## src/rtl/vscale_htif_tohost_monitor_if.sv

```systemverilog
// HTIF PCR port bundle between the tohost monitor (master) and the core's HTIF port (slave).
interface vscale_htif_tohost_monitor_if #(
    parameter int HTIF_PCR_WIDTH = 64,
    parameter int CSR_ADDR_WIDTH = 12
);
    logic                      htif_pcr_req_valid;
    logic                      htif_pcr_req_ready;
    logic                      htif_pcr_req_rw;
    logic [CSR_ADDR_WIDTH-1:0] htif_pcr_req_addr;
    logic [HTIF_PCR_WIDTH-1:0] htif_pcr_req_data;
    logic                      htif_pcr_resp_valid;
    logic                      htif_pcr_resp_ready;
    logic [HTIF_PCR_WIDTH-1:0] htif_pcr_resp_data;

    // valid/ready: a transfer happens on a rising clk edge where both are 1; the sender
    // holds valid and its payload stable until that edge, and ready may be raised at any time.
    modport master (
        output htif_pcr_req_valid, htif_pcr_req_rw, htif_pcr_req_addr, htif_pcr_req_data,
        output htif_pcr_resp_ready,
        input  htif_pcr_req_ready, htif_pcr_resp_valid, htif_pcr_resp_data
    );

    modport slave (
        input  htif_pcr_req_valid, htif_pcr_req_rw, htif_pcr_req_addr, htif_pcr_req_data,
        input  htif_pcr_resp_ready,
        output htif_pcr_req_ready, htif_pcr_resp_valid, htif_pcr_resp_data
    );
endinterface

```

## src/rtl/vscale_htif_tohost_monitor.sv

```systemverilog
// HTIF host-side poller: reads CSR tohost until pass/fail, with a cycle watchdog and sticky result.
// Optional feature macro VSCALE_TOHOST_CLEAR_EN: write tohost back to 0 before reporting done.
module vscale_htif_tohost_monitor #(
    parameter int                        HTIF_PCR_WIDTH = 64,
    parameter int                        CSR_ADDR_WIDTH = 12,
    parameter logic [CSR_ADDR_WIDTH-1:0] TOHOST_ADDR    = 12'h780,
    parameter int                        CYCLE_W        = 64,
    parameter int                        POLL_GAP       = 4
) (
    input  logic                        clk,
    input  logic                        reset_n,
    input  logic [CYCLE_W-1:0]          max_cycles,
    vscale_htif_tohost_monitor_if.master htif,
    output logic                        done,
    output logic                        pass,
    output logic                        fail,
    output logic                        timeout,
    output logic [HTIF_PCR_WIDTH-2:0]   tohost_code,
    output logic [CYCLE_W-1:0]          cycle_count,
    output logic [2:0]                  state_dbg
);

    localparam int GAP_W = (POLL_GAP > 2) ? $clog2(POLL_GAP) : 1;
    localparam logic [GAP_W-1:0] GAP_LOAD = (POLL_GAP > 0) ? GAP_W'(POLL_GAP - 1) : '0;

`ifdef VSCALE_TOHOST_CLEAR_EN
    typedef enum logic [2:0] {
        S_REQ      = 3'd0,
        S_RESP     = 3'd1,
        S_GAP      = 3'd2,
        S_DONE     = 3'd3,
        S_CLR_REQ  = 3'd4,
        S_CLR_RESP = 3'd5
    } state_t;
`else
    typedef enum logic [2:0] {
        S_REQ  = 3'd0,
        S_RESP = 3'd1,
        S_GAP  = 3'd2,
        S_DONE = 3'd3
    } state_t;
`endif

    state_t                    state, state_next;
    logic [GAP_W-1:0]          gap_cnt, gap_next;
    logic                      pass_r, pass_next;
    logic                      fail_r, fail_next;
    logic                      timeout_r, timeout_next;
    logic [HTIF_PCR_WIDTH-2:0] code_r, code_next;
    logic                      req_valid;
    logic                      resp_ready;
    logic                      expired;
`ifdef VSCALE_TOHOST_CLEAR_EN
    logic                      req_rw;
`endif

    assign expired = (max_cycles != '0) && (cycle_count > max_cycles);

    always_comb begin
        state_next   = state;
        gap_next     = gap_cnt;
        pass_next    = pass_r;
        fail_next    = fail_r;
        timeout_next = timeout_r;
        code_next    = code_r;
        req_valid    = 1'b0;
        resp_ready   = 1'b0;
`ifdef VSCALE_TOHOST_CLEAR_EN
        req_rw       = 1'b0;
`endif
        case (state)
            S_GAP: begin
                if (gap_cnt == '0) state_next = S_REQ;
                else               gap_next   = gap_cnt - GAP_W'(1);
            end
            S_REQ: begin
                req_valid = 1'b1;
                if (htif.htif_pcr_req_ready) state_next = S_RESP;
            end
            S_RESP: begin
                resp_ready = 1'b1;
                if (htif.htif_pcr_resp_valid) begin
                    if (htif.htif_pcr_resp_data == '0) begin
                        state_next = S_GAP;
                        gap_next   = GAP_LOAD;
                    end else begin
                        pass_next = (htif.htif_pcr_resp_data == HTIF_PCR_WIDTH'(1));
                        fail_next = (htif.htif_pcr_resp_data != HTIF_PCR_WIDTH'(1));
                        code_next = htif.htif_pcr_resp_data[HTIF_PCR_WIDTH-1:1];
`ifdef VSCALE_TOHOST_CLEAR_EN
                        state_next = S_CLR_REQ;
`else
                        state_next = S_DONE;
`endif
                    end
                end
            end
`ifdef VSCALE_TOHOST_CLEAR_EN
            S_CLR_REQ: begin
                req_valid = 1'b1;
                req_rw    = 1'b1;
                if (htif.htif_pcr_req_ready) state_next = S_CLR_RESP;
            end
            S_CLR_RESP: begin
                resp_ready = 1'b1;
                if (htif.htif_pcr_resp_valid) state_next = S_DONE;
            end
`endif
            default: ;
        endcase

        // A result decoded in this same cycle (or captured earlier) outranks the watchdog.
        if (expired && (state != S_DONE)) begin
            state_next = S_DONE;
            if (!pass_next && !fail_next) timeout_next = 1'b1;
        end
    end

    always_ff @(posedge clk) begin
        if (!reset_n) begin
            state       <= S_GAP;
            gap_cnt     <= '0;
            pass_r      <= 1'b0;
            fail_r      <= 1'b0;
            timeout_r   <= 1'b0;
            code_r      <= '0;
            cycle_count <= '0;
        end else begin
            state     <= state_next;
            gap_cnt   <= gap_next;
            pass_r    <= pass_next;
            fail_r    <= fail_next;
            timeout_r <= timeout_next;
            code_r    <= code_next;
            // The count freezes on the edge that enters DONE, so it reads the last live cycle.
            if ((state != S_DONE) && (state_next != S_DONE) && (cycle_count != '1))
                cycle_count <= cycle_count + CYCLE_W'(1);
        end
    end

    assign done        = (state == S_DONE);
    assign pass        = pass_r & done;
    assign fail        = fail_r & done;
    assign timeout     = timeout_r & done;
    assign tohost_code = done ? code_r : '0;
    assign state_dbg   = state;

    assign htif.htif_pcr_req_valid  = req_valid;
    assign htif.htif_pcr_req_addr   = TOHOST_ADDR;
    assign htif.htif_pcr_req_data   = '0;
    assign htif.htif_pcr_resp_ready = resp_ready;
`ifdef VSCALE_TOHOST_CLEAR_EN
    assign htif.htif_pcr_req_rw     = req_rw;
`else
    assign htif.htif_pcr_req_rw     = 1'b0;
`endif

endmodule
```

## src/flat_wrapper.sv

```systemverilog
// flat-port wrapper written by rule: the top's interface ports become plain ports
module vscale_htif_tohost_monitor_flat 
#(
    parameter int                        HTIF_PCR_WIDTH = 64,
    parameter int                        CSR_ADDR_WIDTH = 12,
    parameter logic [CSR_ADDR_WIDTH-1:0] TOHOST_ADDR    = 12'h780,
    parameter int                        CYCLE_W        = 64,
    parameter int                        POLL_GAP       = 4
)
  (clk, reset_n, max_cycles, done, pass, fail, timeout, tohost_code, cycle_count, state_dbg, htif_htif_pcr_req_valid, htif_htif_pcr_req_rw, htif_htif_pcr_req_addr, htif_htif_pcr_req_data, htif_htif_pcr_resp_ready, htif_htif_pcr_req_ready, htif_htif_pcr_resp_valid, htif_htif_pcr_resp_data);
  vscale_htif_tohost_monitor_if #(.HTIF_PCR_WIDTH(HTIF_PCR_WIDTH), .CSR_ADDR_WIDTH(CSR_ADDR_WIDTH)) htif_i ();
  input  logic clk;
  input  logic reset_n;
  input  logic [CYCLE_W-1:0] max_cycles;
  output logic done;
  output logic pass;
  output logic fail;
  output logic timeout;
  output logic [HTIF_PCR_WIDTH-2:0] tohost_code;
  output logic [CYCLE_W-1:0] cycle_count;
  output logic [2:0] state_dbg;
  output wire logic [$bits(htif_i.htif_pcr_req_valid)-1:0] htif_htif_pcr_req_valid;
  output wire logic [$bits(htif_i.htif_pcr_req_rw)-1:0] htif_htif_pcr_req_rw;
  output wire logic [$bits(htif_i.htif_pcr_req_addr)-1:0] htif_htif_pcr_req_addr;
  output wire logic [$bits(htif_i.htif_pcr_req_data)-1:0] htif_htif_pcr_req_data;
  output wire logic [$bits(htif_i.htif_pcr_resp_ready)-1:0] htif_htif_pcr_resp_ready;
  input wire logic [$bits(htif_i.htif_pcr_req_ready)-1:0] htif_htif_pcr_req_ready;
  input wire logic [$bits(htif_i.htif_pcr_resp_valid)-1:0] htif_htif_pcr_resp_valid;
  input wire logic [$bits(htif_i.htif_pcr_resp_data)-1:0] htif_htif_pcr_resp_data;
  assign htif_htif_pcr_req_valid = htif_i.htif_pcr_req_valid;
  assign htif_htif_pcr_req_rw = htif_i.htif_pcr_req_rw;
  assign htif_htif_pcr_req_addr = htif_i.htif_pcr_req_addr;
  assign htif_htif_pcr_req_data = htif_i.htif_pcr_req_data;
  assign htif_htif_pcr_resp_ready = htif_i.htif_pcr_resp_ready;
  assign htif_i.htif_pcr_req_ready = htif_htif_pcr_req_ready;
  assign htif_i.htif_pcr_resp_valid = htif_htif_pcr_resp_valid;
  assign htif_i.htif_pcr_resp_data = htif_htif_pcr_resp_data;
  vscale_htif_tohost_monitor #(.HTIF_PCR_WIDTH(HTIF_PCR_WIDTH), .CSR_ADDR_WIDTH(CSR_ADDR_WIDTH), .TOHOST_ADDR(TOHOST_ADDR), .CYCLE_W(CYCLE_W), .POLL_GAP(POLL_GAP)) u_core (.clk(clk), .reset_n(reset_n), .max_cycles(max_cycles), .htif(htif_i), .done(done), .pass(pass), .fail(fail), .timeout(timeout), .tohost_code(tohost_code), .cycle_count(cycle_count), .state_dbg(state_dbg));
endmodule
```

## config.mk

```make
export PLATFORM = sky130hd
export DESIGN_NAME = vscale_htif_tohost_monitor_flat
export DESIGN_NICKNAME = d
export VERILOG_FILES = /design/src/rtl/vscale_htif_tohost_monitor_if.sv /design/src/rtl/vscale_htif_tohost_monitor.sv /design/src/flat_wrapper.sv
export SDC_FILE = /design/constraint.sdc
export NUM_CORES = 1
export LEC_CHECK = 0
export CORE_UTILIZATION = 45
export DETAILED_ROUTE_END_ITERATION = 6
export DONT_BUFFER_PORTS = 1
export GPL_TIMING_DRIVEN = 0
export MAX_ROUTING_LAYER = met4
export PLACE_DENSITY = 0.64
export SLEW_MARGIN = 0
export SYNTH_ARGS = -nofsm -noshare
export SYNTH_HDL_FRONTEND = slang
export SYNTH_SLANG_ARGS = --single-unit
```

## constraint.sdc

```tcl
create_clock -name clk -period 5 [get_ports clk]
set_input_delay 1 -clock clk [delete_from_list [all_inputs] [get_ports clk]]
set_output_delay 1 -clock clk [all_outputs]
set_load 0.05 [all_outputs]
```

-- Word level (Yosys, flattened, before mapping)
Cells that the tools add are included.
- add/subtract/negate cells: 2
- magnitude comparators: 1
- equality and inequality tests: 11
- multiplexer cells: 19
- bitwise logic cells: 4
- reduce and logical (&&, ||, !) cells: 15
- operator list (operator ; count):
    $add 64x1->64 const B ; 1
    $eq 64x1->1 const B ; 1
    $gt 64x64->1 ; 1
    $logic_not 64->1 ; 1
    $ne 64x1->1 const B ; 1
    $ne 64x64->1 const B ; 1
    $reduce_bool 64->1 ; 1
    $mux 63 ; 1
    $mux 3 ; 4
    $mux 1 ; 9
    $pmux 3 s3 ; 1
    $eq 3x2->1 const B ; 2
    $mux 2 ; 3
    $ne 3x2->1 const B ; 2
    $logic_and 1x1->1 ; 5
    $ne 2x2->1 const B ; 2
    $pmux 2 s2 ; 1
    $reduce_and 4->1 ; 1
    $and 1x1->1 ; 3
    $eq 3x1->1 const B ; 1
    $logic_not 3->1 ; 1
    $reduce_and 3->1 ; 1
    $logic_not 1->1 ; 2
    $logic_not 2->1 ; 1
    other kinds (5) ; 5
- flip-flop bits (word level): 135
- input port bits: 132
- logic and storage cells: 59

-- Longest topological paths before layout
- depth after elaboration: 8
- gate-level depth with buffers: 12
- mapped depth without buffers: 10

-- Worst setup path after synthesis
OpenSTA, ideal clock, no wires.
- path kind: in2reg
- start point: in htif_htif_pcr_resp_data[39]
- end point: reg u_core.cycle_count[53]
- setup time: 0.070 ns
- arrival: 3.387 ns
- required time: 4.930 ns
- slack: 1.543 ns
- stages: 9
- buffers on the path: 1
- path through: nor4_1 > nand4_1 > nor4_4 > a2111oi_2 > or4_1 > buf_2 > or3_1 > or3_1 > a21oi_1
- longest elaborated chain between the ends: 8
- ends and longest elaborated chain (element ; RTL line ; text):
    start: declaration ; flat_wrapper.sv:29 ; input wire logic [$bits(htif_i.htif_pcr_resp_data)-1:0] htif_htif_pcr_resp_data;
    $logic_not 64->1 ; vscale_htif_tohost_monitor.sv:83 ; if (htif.htif_pcr_resp_data == '0) begin
    $mux 1 ; vscale_htif_tohost_monitor.sv:83 ;
    $mux 3 ; vscale_htif_tohost_monitor.sv:82 ; if (htif.htif_pcr_resp_valid) begin
    $pmux 3 s3 ; vscale_htif_tohost_monitor.sv:71 ; case (state)
    $mux 3 ; vscale_htif_tohost_monitor.sv:113 ; if (expired && (state != S_DONE)) begin
    $ne 3x2->1 ; vscale_htif_tohost_monitor.sv:136 ; if ((state != S_DONE) && (state_next != S_DONE) && (cycle_count != '1))
    $logic_and 1x1->1 (2 in series) ; vscale_htif_tohost_monitor.sv:136 ;
    end signal: assignment ; vscale_htif_tohost_monitor.sv:137 ; cycle_count <= cycle_count + CYCLE_W'(1);
    end: declaration ; vscale_htif_tohost_monitor.sv:19 ; output logic [CYCLE_W-1:0] cycle_count,
No other way between the ends.
A chain may end at the register's enable or synchronous reset.

-- Final worst setup path
- start point: reg u_core.cycle_count[35]
- end point: reg u_core.cycle_count[45]
- longest elaborated chain between the ends: 7
- ends and longest elaborated chain (element ; RTL line ; text):
    $gt 64x64->1 ; vscale_htif_tohost_monitor.sv:57 ; assign expired = (max_cycles != '0) && (cycle_count > max_cycles);
    $logic_and 1x1->1 ; vscale_htif_tohost_monitor.sv:57 ;
    $logic_and 1x1->1 ; vscale_htif_tohost_monitor.sv:113 ;
    $mux 3 ; vscale_htif_tohost_monitor.sv:113 ;
    $ne 3x2->1 ; vscale_htif_tohost_monitor.sv:136 ;
    $logic_and 1x1->1 (2 in series) ; vscale_htif_tohost_monitor.sv:136 ;
Several ways; a longest one is shown, not always the timed one.

==> impl_metrics.yaml <==
worst_setup_path:
  worstPathRequired_ps: 5350
  critPathKind: "flop to flop"
  crit_path_max_incr_delay_ps: 840
  slowest_stage: "dfxtp_1"
  critical_path_depth: 11
  r2r_cells: 11
  cp_common_cell: "clkbuf_1"
  path_cells: "ha_1, a21oi_1, o21ai_0, a221oi_1, o2bb2ai_1, nor4_1, o21ai_1, clkbuf_1, clkbuf_1, nor3_1, mux2i_1"
  path_delay_family: "compound AO/OA/AOI/OAI gates"
  crit_fanout: 10
  arrival_ps: 4770
  r2r_slack_ps: 580
  end_kind: "flop"
  critical_path_buf_inv_count: 2
  cp-start-kind: "flop"
yosys:
  synth-compound-area-share_pct: 12.2
  yosys.area_share.xor_xnor_pct: 0
  synth-simple-area-share_pct: 31.9
  avgSynthCellArea_um2: 7.55
  synthAdderAreaFrac_pct: 9.33
  yosysWarnings: 0
  synth-edff-count: 0
  ys_ff_latch: 135
  ys_types: 48
  async_reset_ff_share_pct: 0
  netlist_instances: 1172
  synth_top_family_by_area: "simple AND/OR/NAND/NOR gates"
  synth_flop_cell: "dfxtp_1"
  synth_area_um2: 8850
  yosysSeqAreaShare_pct: 30.5
  synth_mux_area_share_pct: 3.62
min_path:
  hold_class: "flop to flop"
  hold_depth: 2
die:
  core_um2: 19000
  die_h_um: 142
  ios: 345
  num_rows: 50
  die_x_um: 142
  start_util_pct: 46.5
  die-area_um2: 20200
pwr:
  p_leak_nw: 4.17
  finalPower_mw: 3.02
  power_density_nw_per_um2: 300
  ir_drop_mv: 0.274
cells_and_area:
  mostFrequentLayoutCells: "nand2_1, dfxtp_1, a21oi_1, inv_1"
  multi_input_area_um2: 5350
  final_common_cell: "nand2_1"
  seq_area_um2: 2700
  n_antenna_cell: 0
  nets: 1464
  area_delta_synth_final_pct: 14.0
  fillers: 1923
  drive_gt1_share_pct: 9.46
global_route:
  antenna_found_initial: 0
  grt_max_degree: 17
  track_usage_pct: 26.6
  grt.overflow.total: 0
  grt_pass1_wl_mm: 40.4
  grt_pass1_vias: 7576
drt:
  drt_iter0_markers: 530
  wl_per_cell_um: 17.3
  vias_per_cell: 5.41
  drt-total-wl_mm: 26.6
  num_vias: 8323
  antenna_left: 0
  drt_pre_antenna_iters: 5
  drc: 0
clock_tree:
  cts.sinks: 135
  cts_buffers: 17
  cts_root_buffer: "clkbuf_16"
  cts_tree: "built"
  htree_num_levels: 4
  cts.clk_slew.worst_paths_ps: 60
  clk_path_buf_depth: 2
  ctsHoldBuffers: 0
  postCtsSetupRepairBufs: 0
  clock_latency_ps: 430
  cts_resized: 0
sta:
  slew_headroom_pct: 34.9
  fmax_mhz: 226
  hold_violations: 0
  setup_viol: 0
  post-route-period-util_pct: 88.4
  fin_crit_ps: 4420
  finalClockSkew_ps: 12.1
  tightest_slew_ps: 969
  rsz0062_at_grt: "no"
  setup-tns-final_ps: 0
  maxSlewViolCount: 0
status:
  status: "finished clean"
placement:
  hpwl_mm: 20.7
  portBuffers: 0
  gp_congestion: 0.887
flow_run:
  drv_cap: 0
## report_power, final
group / total [mW] / switching [mW] / leakage (nW) / internal, mW
logic: 0.511 / 0.371 / 2.77 / 0.140
registers: 1.18 / 0.0672 / 1.09 / 1.11
clock network: 1.33 / 0.493 / 0.303 / 0.840
## per-stage QoR
step                hold slack (ps)  utilization, %  area, µm²  setup WS (ps)  cells
finish                          447            53.0      10100            580   1539
global route                    467            53.0      10100            228   1539
CTS                             450            53.0      10100            695   1539
detailed placement              442            49.7       9460            459   1507
global placement                438            49.7       9460            524   1507
floorplan                       429               -       9130           1540   1247
## worst min-delay path, delay by kind of cell, from the launching register on
family | cells | cell delay, ps
flops | 1 | 300
simple gates | 1 | 50
compound gates | 1 | 50
## cells in the mapped netlist (17+ instances only)
| master | count | area share (%) |
|---|---|---|
| nor2_1 | 22 | 0.93 |
| a21oi_1 | 118 | 6.7 |
| and2_1 | 68 | 4.8 |
| nand2b_1 | 30 | 2.1 |
| nor3_1 | 17 | 0.96 |
| nand4_1 | 43 | 3.0 |
| inv_1 | 78 | 3.3 |
| nand3_1 | 38 | 2.1 |
| nand2_1 | 197 | 8.4 |
| mux2i_1 | 32 | 3.6 |
| clkbuf_1 | 51 | 2.2 |
| ha_1 | 66 | 9.3 |
| nor4_1 | 49 | 3.5 |
| buf_4 | 77 | 6.5 |
| or3_1 | 19 | 1.3 |
| dfxtp_1 | 135 | 31 |
| o21ai_0 | 28 | 1.6 |
## routing by layer
layer	global-route usage, %	part of all wire, %
met4	6.40	1.3
met3	8.01	8.5
met2	41.3	46
met5	-	0
met1	33.6	44
## cells by family after synthesis
family	Yosys count
AOI/OAI and AO/OA	190
adders and majority gates	66
buffers and inverters	210
DFF	135
muxes	32
other	2
and+or+nand+nor	537
## registers in the layout, summed over array words and instances, names as in the netlist
signal and count:
u_core.timeout_r 1, u_core.pass_r 1, u_core.state_dbg 3, u_core.cycle_count 64, u_core.gap_cnt 2, u_core.code_r 63, u_core.fail_r 1
## path summary, 6_finish.rpt
check	start	to
setup / recovery	u_core.cycle_count[35]	u_core.cycle_count[45]
hold / removal	u_core.code_r[29]	u_core.code_r[29]
hold reg to reg	u_core.code_r[29]	u_core.code_r[29]
setup reg to reg	u_core.cycle_count[35]	u_core.cycle_count[45]
## area by class of cell
| class | count | area share [%] |
|---|---|---|
| multi-input cells | 902 | 53.0 |
| flip-flops and latches | 135 | 26.8 |
| plain buffers | 132 | 7.83 |
| clock buffers | 22 | 4.80 |
| well taps | 260 | 3.23 |
| inverters | 78 | 2.90 |
| clock inverters | 10 | 1.40 |
No activity file was read; power rests on OpenSTA's default activity.
